### src/rtl/mdio_phy_emu.sv
// mdio_phy_emu: Clause 22 MDIO slave presenting a virtual PHY register set
module mdio_phy_emu #(
  parameter logic [4:0]  PHY_ADDR = 5'd1,
  parameter logic [15:0] PHY_ID1  = 16'h0141,
  parameter logic [15:0] PHY_ID2  = 16'h0CC2
) (
  input  logic       clk,
  input  logic       rst,
  input  logic       mdc,
  input  logic       mdio_i,
  output logic       mdio_o,
  output logic       mdio_t,
  input  logic       link,
  input  logic [1:0] speed,
  input  logic       duplex
);
  typedef enum logic [2:0] {IDLE, ST2, OP, PHYAD, REGAD, TA, DATA} state_t;
  state_t      st_q, st_d;
  logic [1:0]  mdc_q, mdio_q;
  logic        mdc_prev_q, smp_q;
  logic [5:0]  pre_q, pre_d;
  logic [4:0]  cnt_q, cnt_d, phy_q, phy_d, reg_q, reg_d;
  logic        op0_q, op0_d, rd_q, rd_d, o_q, o_d, t_q, t_d;
  logic [15:0] sh_q, sh_d, bmcr_q, bmcr_d, anar_q, anar_d, rdata, wdata;
  logic        b, match;
  assign b      = mdio_q[1];
  assign match  = phy_q == PHY_ADDR;
  assign wdata  = {sh_q[14:0], b};
  assign mdio_o = o_q;
  assign mdio_t = t_q;
  assign rdata  = reg_q == 5'd0  ? bmcr_q :
                  reg_q == 5'd1  ? (16'h7949 | {10'd0, link, 2'd0, link, 2'd0}) :
                  reg_q == 5'd2  ? PHY_ID1 :
                  reg_q == 5'd3  ? PHY_ID2 :
                  reg_q == 5'd4  ? anar_q :
                  reg_q == 5'd5  ? (link ? 16'h41E1 : 16'd0) :
                  reg_q == 5'd17 ? {speed, duplex, 1'b0, link, link, 10'd0} : 16'd0;
  always_comb begin
    st_d   = st_q;
    pre_d  = pre_q;
    cnt_d  = cnt_q;
    op0_d  = op0_q;
    rd_d   = rd_q;
    phy_d  = phy_q;
    reg_d  = reg_q;
    sh_d   = sh_q;
    bmcr_d = bmcr_q;
    anar_d = anar_q;
    o_d    = o_q;
    t_d    = t_q;
    if (smp_q) begin
      case (st_q)
        IDLE: begin
          cnt_d = 5'd0;
          pre_d = b ? (pre_q == 6'd32 ? 6'd32 : pre_q + 6'd1) : 6'd0;
          st_d  = (!b && pre_q == 6'd32) ? ST2 : IDLE;
        end
        ST2: st_d = b ? OP : IDLE;
        OP: begin
          op0_d = b;
          rd_d  = op0_q & ~b;
          cnt_d = cnt_q == 5'd0 ? 5'd1 : 5'd0;
          st_d  = cnt_q == 5'd0 ? OP : ((op0_q ^ b) ? PHYAD : IDLE);
        end
        PHYAD: begin
          phy_d = {phy_q[3:0], b};
          cnt_d = cnt_q == 5'd4 ? 5'd0 : cnt_q + 5'd1;
          st_d  = cnt_q == 5'd4 ? REGAD : PHYAD;
        end
        REGAD: begin
          reg_d = {reg_q[3:0], b};
          cnt_d = cnt_q == 5'd4 ? 5'd0 : cnt_q + 5'd1;
          st_d  = cnt_q == 5'd4 ? TA : REGAD;
        end
        TA: begin
          cnt_d = cnt_q == 5'd0 ? 5'd1 : 5'd0;
          st_d  = cnt_q == 5'd0 ? TA : DATA;
          if (cnt_q == 5'd0 && rd_q && match) begin
            sh_d = rdata;
            t_d  = 1'b0;
            o_d  = 1'b0;
          end else if (cnt_q != 5'd0 && !t_q) begin
            sh_d = {sh_q[14:0], 1'b0};
            o_d  = sh_q[15];
          end
        end
        DATA: begin
          sh_d  = wdata;
          o_d   = t_q ? o_q : sh_q[15];
          cnt_d = cnt_q + 5'd1;
          if (cnt_q == 5'd15) begin
            st_d  = IDLE;
            cnt_d = 5'd0;
            pre_d = 6'd0;
            t_d   = 1'b1;
            o_d   = 1'b0;
            if (!rd_q && match && reg_q == 5'd0) begin
              bmcr_d = wdata[15] ? 16'h1140 : (wdata & 16'h7DFF);
              anar_d = wdata[15] ? 16'h01E1 : anar_q;
            end
            if (!rd_q && match && reg_q == 5'd4) anar_d = wdata;
          end
        end
        default: st_d = IDLE;
      endcase
    end
  end
  always_ff @(posedge clk) begin
    if (rst) begin
      mdc_q      <= 2'b00;
      mdio_q     <= 2'b00;
      mdc_prev_q <= 1'b0;
      smp_q      <= 1'b0;
      st_q       <= IDLE;
      pre_q      <= 6'd0;
      cnt_q      <= 5'd0;
      op0_q      <= 1'b0;
      rd_q       <= 1'b0;
      phy_q      <= 5'd0;
      reg_q      <= 5'd0;
      sh_q       <= 16'd0;
      bmcr_q     <= 16'h1140;
      anar_q     <= 16'h01E1;
      o_q        <= 1'b0;
      t_q        <= 1'b1;
    end else begin
      mdc_q      <= {mdc_q[0], mdc};
      mdio_q     <= {mdio_q[0], mdio_i};
      mdc_prev_q <= mdc_q[1];
      smp_q      <= mdc_q[1] & ~mdc_prev_q;
      st_q       <= st_d;
      pre_q      <= pre_d;
      cnt_q      <= cnt_d;
      op0_q      <= op0_d;
      rd_q       <= rd_d;
      phy_q      <= phy_d;
      reg_q      <= reg_d;
      sh_q       <= sh_d;
      bmcr_q     <= bmcr_d;
      anar_q     <= anar_d;
      o_q        <= o_d;
      t_q        <= t_d;
    end
  end
endmodule

### config.mk
export PLATFORM = sky130hd
export DESIGN_NAME = mdio_phy_emu
export DESIGN_NICKNAME = d
export VERILOG_FILES = /design/src/rtl/mdio_phy_emu.sv
export SDC_FILE = /design/constraint.sdc
export NUM_CORES = 1
export LEC_CHECK = 0
export ABC_AREA = 1
export CORE_MARGIN = 2
export CORE_UTILIZATION = 25
export CTS_CLUSTER_SIZE = 8
export DETAILED_ROUTE_END_ITERATION = 7
export PLACE_DENSITY = 0.38
export SLEW_MARGIN = 0
export SYNTH_ARGS = -nofsm -noshare
export SYNTH_HDL_FRONTEND = slang
export SYNTH_SLANG_ARGS = --single-unit
export TNS_END_PERCENT = 1
### constraint.sdc
create_clock -name clk -period 1.72 [get_ports clk]
set_clock_uncertainty 0.05 [all_clocks]
set_input_delay 0.172 -clock clk [delete_from_list [all_inputs] [get_ports clk]]
set_output_delay 0.172 -clock clk [all_outputs]
set_load 0.03 [all_outputs]
==> qor.csv, run 1 <==
metric,value,unit
status,"complete, but fails checks",
violations,negative setup slack,
grt_pass1_wl,21.1,mm
vias,4154,
vias_per_cell,4.46,
dieArea,0.0182,mm²
synth_nets,657,
clk_latency,0.35,ns
slew_viol_final,0,
end_kind,register,
drive_gt1_frac,0.212,
cts_sinks,80,
period_needed,1.86,ns
hold_viol,0,
antenna_found_initial,0,
ir_worst_vdd,0.456,mV
hold_class,input pin to register,
rows,47,
rsz0062_at_grt,yes,
place_congestion,0.823,
crit_path_start_kind,register,
area_growth,29.3,%
yosysWarnings,0,
required,1.92,ns
cts_root_buf,clkbuf_16,
antenna_cells,0,
drc,0,
drtPass1Iterations,6,
finalCritPeriodShare,1.08,
post_synth_inst_count,642,
drt-total-wl,13.1,mm
initial_utilization,0.257,
io_buffers,9,
synth.yosys.seq_area_share,0.374,
grt_remaining_overflow,0,
n_fill_cell,1798,
h-tree-depth,3,
ys_ff_latch,80,
slew_headroom,0.638,
io_pins,10,
cts_tree,done,
grt_max_degree,50,
setup_ws,-0.144,ns
path_class,register to register,
layout.nets,722,
power_density,681,mW/mm²
fmax,537,MHz
first_global_vias,3931,
core,0.0166,mm²
finalNonFillerCells,931,
numCtsBuffers,9,
clockBufferDepth,2,
async_flop_share,0,
die_h,135,µm
worstPathArrival,2.06,ns
dp_hpwl,9.55,mm
drt_iter0_markers,225,
post-place-cells,913,
synth.distinct_cells,39,
syn_area,0.00428,mm²
finalSetupTns,-3.06,ns
grt_usage,0.152,
p_leak,2.46,nW
cap_violations,0,
crit_fanout,10,
tightest_slew,0.542,ns
hold_buffers,0,
detail-route-antenna-nets,0,
die_x,135,µm
finalSetupViolCount,37,
dominantRegCellSynth,dfxtp_1,
synth_edf_count,0,
path_clk_slew,0.06,ns
avgRoutedWirePerCell,14.1,µm
syn_area_per_cell,6.67,µm²
cells by family (layout without fill, tap and decap cells):
| kind of cell | count (synthesis) | in the layout | synth area share |
|---|---|---|---|
| AND/OR/NAND/NOR | 362 | 362 | 0.388 |
| AO/OA/AOI/OAI | 93 | 93 | 0.115 |
| adder cells (fa/ha/maj) | 7 | 7 | 0.0205 |
| flip-flops | 80 | 80 | 0.374 |
| buffers and inverters | 97 | 166 | 0.0961 |
| XOR/XNOR | 3 | 3 | 0.00614 |
placed cells by master, fill, tap and decap left out, types with 7 or more instances in the layout:
master,n
nor2_1,99
buf_6,7
inv_1,67
nand3_1,59
nand2_1,133
o21ai_0,35
a21oi_2,12
buf_4,57
dfxtp_1,77
clkbuf_16,9
a21oi_1,33
nand4_1,7
nor3_1,11
nor2_2,14
clkdlybuf4s50_1,8
state kept, by name (all words and copies together) (netlist names):
name and count:
anar_q 16, bmcr_q 14, cnt_q 5, mdc_prev_q 1
mdc_q 2, mdio_o 1, mdio_q 2, mdio_t 1
op0_q 1, phy_q 5, pre_q 6, rd_q 1
reg_q 5, sh_q 16, smp_q 1, st_q 3
final cells by class:
| cell class | instances | area (µm²) | area share |
|---|---|---|---|
| Clock buffer | 15 | 268 | 0.0484 |
| Inverter | 75 | 294 | 0.0531 |
| Multi-Input combinational cell | 465 | 2440 | 0.441 |
| Sequential cell | 80 | 1610 | 0.290 |
| Tap cell | 220 | 275 | 0.0497 |
| Timing Repair Buffer | 76 | 656 | 0.118 |
synth_stat cells, types with 3 or more instances:
cell type | instances | area share
a21oi_1 | 44 | 0.051
buf_2 | 5 | 0.0058
buf_6 | 4 | 0.011
clkbuf_1 | 8 | 0.0070
dfxtp_1 | 80 | 0.37
ha_1 | 7 | 0.020
inv_1 | 70 | 0.061
inv_2 | 4 | 0.0035
nand2_1 | 136 | 0.12
nand2_4 | 3 | 0.0079
nand3_1 | 61 | 0.071
nand3b_1 | 6 | 0.011
nand4_1 | 7 | 0.010
nor2_1 | 115 | 0.10
nor2_4 | 3 | 0.0079
nor3_1 | 11 | 0.013
nor3_2 | 5 | 0.012
o211ai_1 | 5 | 0.0088
o21ai_0 | 37 | 0.043
or2_2 | 4 | 0.0058
xor2_1 | 3 | 0.0061
metal layers:
metal  wire, µm  global-route usage
met5          0                   0
met4        194              0.0526
met3        311              0.0244
met2       5660               0.226
met1       6950               0.221
stage by stage:
stage | setup WS, ns | instance area, µm² | utilization | total power [mW] | hold slack [ns]
after floorplan | -0.0588 | 4330 | - | 1.95 | 0.229
after global placement | -0.235 | 5080 | 0.305 | 2.01 | 0.330
after detailed placement | -0.255 | 5080 | 0.305 | 2.01 | 0.340
after CTS | -0.193 | 5460 | 0.328 | 3.83 | 0.281
after global routing | -0.271 | 5540 | 0.333 | 3.93 | 0.303
final | -0.144 | 5540 | 0.333 | 3.77 | 0.292
path summary, 6_finish.rpt:
kind / cells after the start / start / to / slack (ns)
max: 13 / cnt_q[1] / anar_q[1] / -0.14
max reg2reg: 13 / cnt_q[1] / anar_q[1] / -0.14
min: 3 / mdio_i / mdio_q[0] / 0.29
min reg2reg: 1 / mdc_prev_q / smp_q / 0.35
report_power, final:
part	switching (mW)	leakage, nW	internal (mW)	total (mW)
clock	0.752	0.130	1.05	1.80
combinational	0.0634	1.68	0.0392	0.103
sequential	0.00432	0.647	1.86	1.86
worst max-delay path, cell delays in order (launching register included):
cell and delay, ns:
dfxtp_2 0.35, ha_4 0.15, nand2_4 0.06, nor2_4 0.09, ha_2 0.19, inv_2 0.04
nor2_4 0.10, nand2_4 0.09, nor2_8 0.16, nand3_4 0.13, nand2_4 0.15, inv_8 0.07
nor2_2 0.10, nor2_1 0.04
timing repair:
item,in CTS,in global routing
setup buffers,1,2
pin swaps,5,4
gates resized for setup,33,18
endpoints found under the setup margin,55,59
Power figures use the tool's default switching activity.
==> run 2: changes to the inputs <==
--- a/config.mk
+++ b/config.mk
@@ -10,7 +10,10 @@
 export CORE_UTILIZATION = 25
 export CTS_CLUSTER_SIZE = 8
 export DETAILED_ROUTE_END_ITERATION = 7
+export GPL_TIMING_DRIVEN = 0
 export PLACE_DENSITY = 0.38
+export SETUP_SLACK_MARGIN = 0.1
+export SKIP_LAST_GASP = 1
 export SLEW_MARGIN = 0
 export SYNTH_ARGS = -nofsm -noshare
 export SYNTH_HDL_FRONTEND = slang
==> run 2 against run 1 <==
  * Via count decreased by 1.6%
  * Combinational power decreased by 7%
  * Critical path type unchanged
  * The flow still finishes with violations (negative setup slack)
  * Register-to-register slack got worse by 0.10 ns
  * Routed wire length increased by 4.1%
==> qor.csv, run 2 (synthesis gave the netlist of run 1 again) <==
metric,value,unit,change
vias,4088,,-1.6%
place_congestion,0.839,,+1.9%
hold_class,input pin to register,,
finalNonFillerCells,912,,-2.0%
grt_max_degree,14,,-72%
power_density,712,mW/mm²,+4.6%
min_path_cells,3,,unchanged
cts_root_buf,clkbuf_16,,
hold_ws,0.288,ns,-0.00423 ns
rsz0062_at_grt,yes,,
drt-total-wl,13.7,mm,+4.1%
tightest_slew,0.713,ns,+0.171 ns
grt_pass1_wl,22.3,mm,+5.3%
antenna_cells,0,,unchanged
violations,negative setup slack,,
die_h,135,µm,unchanged
cts_tree,done,,
clockPowerShare,0.493,,+0.015
antenna_found_initial,0,,unchanged
dieArea,0.0182,mm²,unchanged
slowest_stage,dfxtp_4,,
numCtsBuffers,9,,unchanged
end_kind,register,,
final_common_cell,nand2_1,,
rows,47,,unchanged
post-place-cells,871,,-4.6%
clk_latency,0.35,ns,about the same
grt_usage,0.159,,+0.00721
reg2reg_from,cnt_q[1],,
cts_sinks,80,,unchanged
p_leak,2.39,nW,-2.6%
drive_gt1_frac,0.163,,-0.0491
slew_viol_final,0,,unchanged
avgRoutedWirePerCell,15.0,µm,+6.3%
reg_top3,"anar_q: 16 flops, sh_q: 16 flops, bmcr_q: 14 flops",,
ir_worst_vdd,0.445,mV,-2.5%
required,1.87,ns,-0.05 ns
initial_utilization,0.257,,unchanged
crit_buf_inv,3,,+1
final_util,0.326,,-0.00707
die_x,135,µm,unchanged
layout.nets,702,,-2.8%
fmax,509,MHz,-5.1%
crit_path_start_kind,register,,
io_pins,10,,unchanged
reg2reg_depth,13,,unchanged
drt_iter0_markers,234,,+4.0%
worstHoldEndpoint,mdc_q[0],,
sw_frac_of_total,0.223,,+0.00600
crit_fanout,4,,-6
finalSetupViolCount,61,,+65%
r2r_slack,-0.24,ns,-0.10 ns
path_cells,ha_4 -> nand2_4 -> nor2_4 -> ha_4 -> inv_2 -> nor2_4 -> nand2_4 -> nor2_8 -> buf_6 -> nand2_8 -> buf_4 -> a21oi_1 -> nor3_2,,
detail-route-antenna-nets,0,,unchanged
first_global_vias,4075,,+3.7%
cp_slowest_stage_delay,0.36,ns,about the same
core,0.0166,mm²,unchanged
worstHoldStart,mdc,,
clockBufferDepth,2,,unchanged
worstPathArrival,2.12,ns,+0.06 ns
p_switching,0.863,mW,+5.2%
finalCritPeriodShare,1.14,,+0.0588
final_cell_mix,"nand2_1 (134), nor2_1 (109), dfxtp_1 (78)",,
slew_headroom,0.525,,-0.114
path_class,register to register,,
dp_hpwl,9.98,mm,+4.5%
grt_remaining_overflow,0,,unchanged
critPathTopFamily,simple AND/OR/NAND/NOR gates,,
period_needed,1.96,ns,+0.101 ns
fin_total_pwr,3.86,mW,+2.4%
cap_violations,0,,unchanged
p_int,3.00,mW,+1.6%
vias_per_cell,4.48,,+0.46%
h-tree-depth,3,,unchanged
p_seq_frac,0.482,,-0.012
drc,0,,unchanged
path_clk_slew,0.06,ns,about the same
area_growth,26.6,%,
worstSetupPathDepth,13,,unchanged
setup_ws,-0.245,ns,-0.101 ns
status,"complete, but fails checks",,
power_frac_comb,0.025,,-0.002
reg2reg_to,bmcr_q[14],,
drtPass1Iterations,4,,-2
io_buffers,9,,unchanged
hold_viol,0,,unchanged
==> run 2: power by group through the flow <==
stage | clock network [mW] | logic, mW | registers, mW
3_5_place_dp | 0 | 0.0964 | 1.91
3_3_place_gp | 0 | 0.0972 | 1.91
5_1_grt | 2.04 | 0.108 | 1.86
2_1_floorplan | 0 | 0.0501 | 1.90
6_report | 1.90 | 0.0953 | 1.86
4_1_cts | 1.96 | 0.0971 | 1.86
==> run 2: how the worst max path moves through the flow <==
stage | endpoint | startpoint
final | bmcr_q[14] | cnt_q[1]
after global routing | bmcr_q[8] | cnt_q[1]
after CTS | bmcr_q[4] | cnt_q[0]
after detailed placement | mdc_q[1] | rst
after global placement | mdc_q[0] | rst
after floorplan | anar_q[6] | cnt_q[1]
==> run 2: final cells by class <==
| class | instances | area [µm²] |
|---|---|---|
| Inverter | 75 | 297 |
| Sequential cell | 80 | 1610 |
| Timing Repair Buffer | 34 | 370 |
| Clock inverter | 7 | 62.6 |
| Buffer | 22 | 169 |
| Clock buffer | 9 | 225 |
| Multi-Input combinational cell | 465 | 2410 |
| Fill cell | 1811 | 11200 |
| Tap cell | 220 | 275 |
==> run 2: what timing repair did <==
| item | CTS | global route |
|---|---|---|
| hold buffers | 0 | 0 |
| setup endpoints to repair | 70 | 75 |
| pin swaps | 14 | 5 |
| gates resized for setup | 39 | 8 |
| buffers inserted | 19 | 3 |
| cloned | 3 | 0 |
==> run 2: worst min-delay path: stages <==
cell	delay [ns]
clkdlybuf4s50_1	0.39
inv_1	0.05
nor2_1	0.03
==> run 2: layer usage <==
layer	wire length (µm)	global-route usage
met1	7110	0.225
met2	5970	0.246
met3	380	0.0244
met4	191	0.0526
met5	0	0
==> run 2: stage by stage <==
step / setup slack [ns] / setup TNS (ns) / area, µm²
after floorplan: -0.0588 / -1.40 / 4330
after global placement: -0.475 / -20.14 / 4700
after detailed placement: -0.453 / -20.53 / 4700
after CTS: -0.273 / -12.30 / 5370
after global routing: -0.374 / -19.48 / 5420
final: -0.245 / -9.20 / 5420
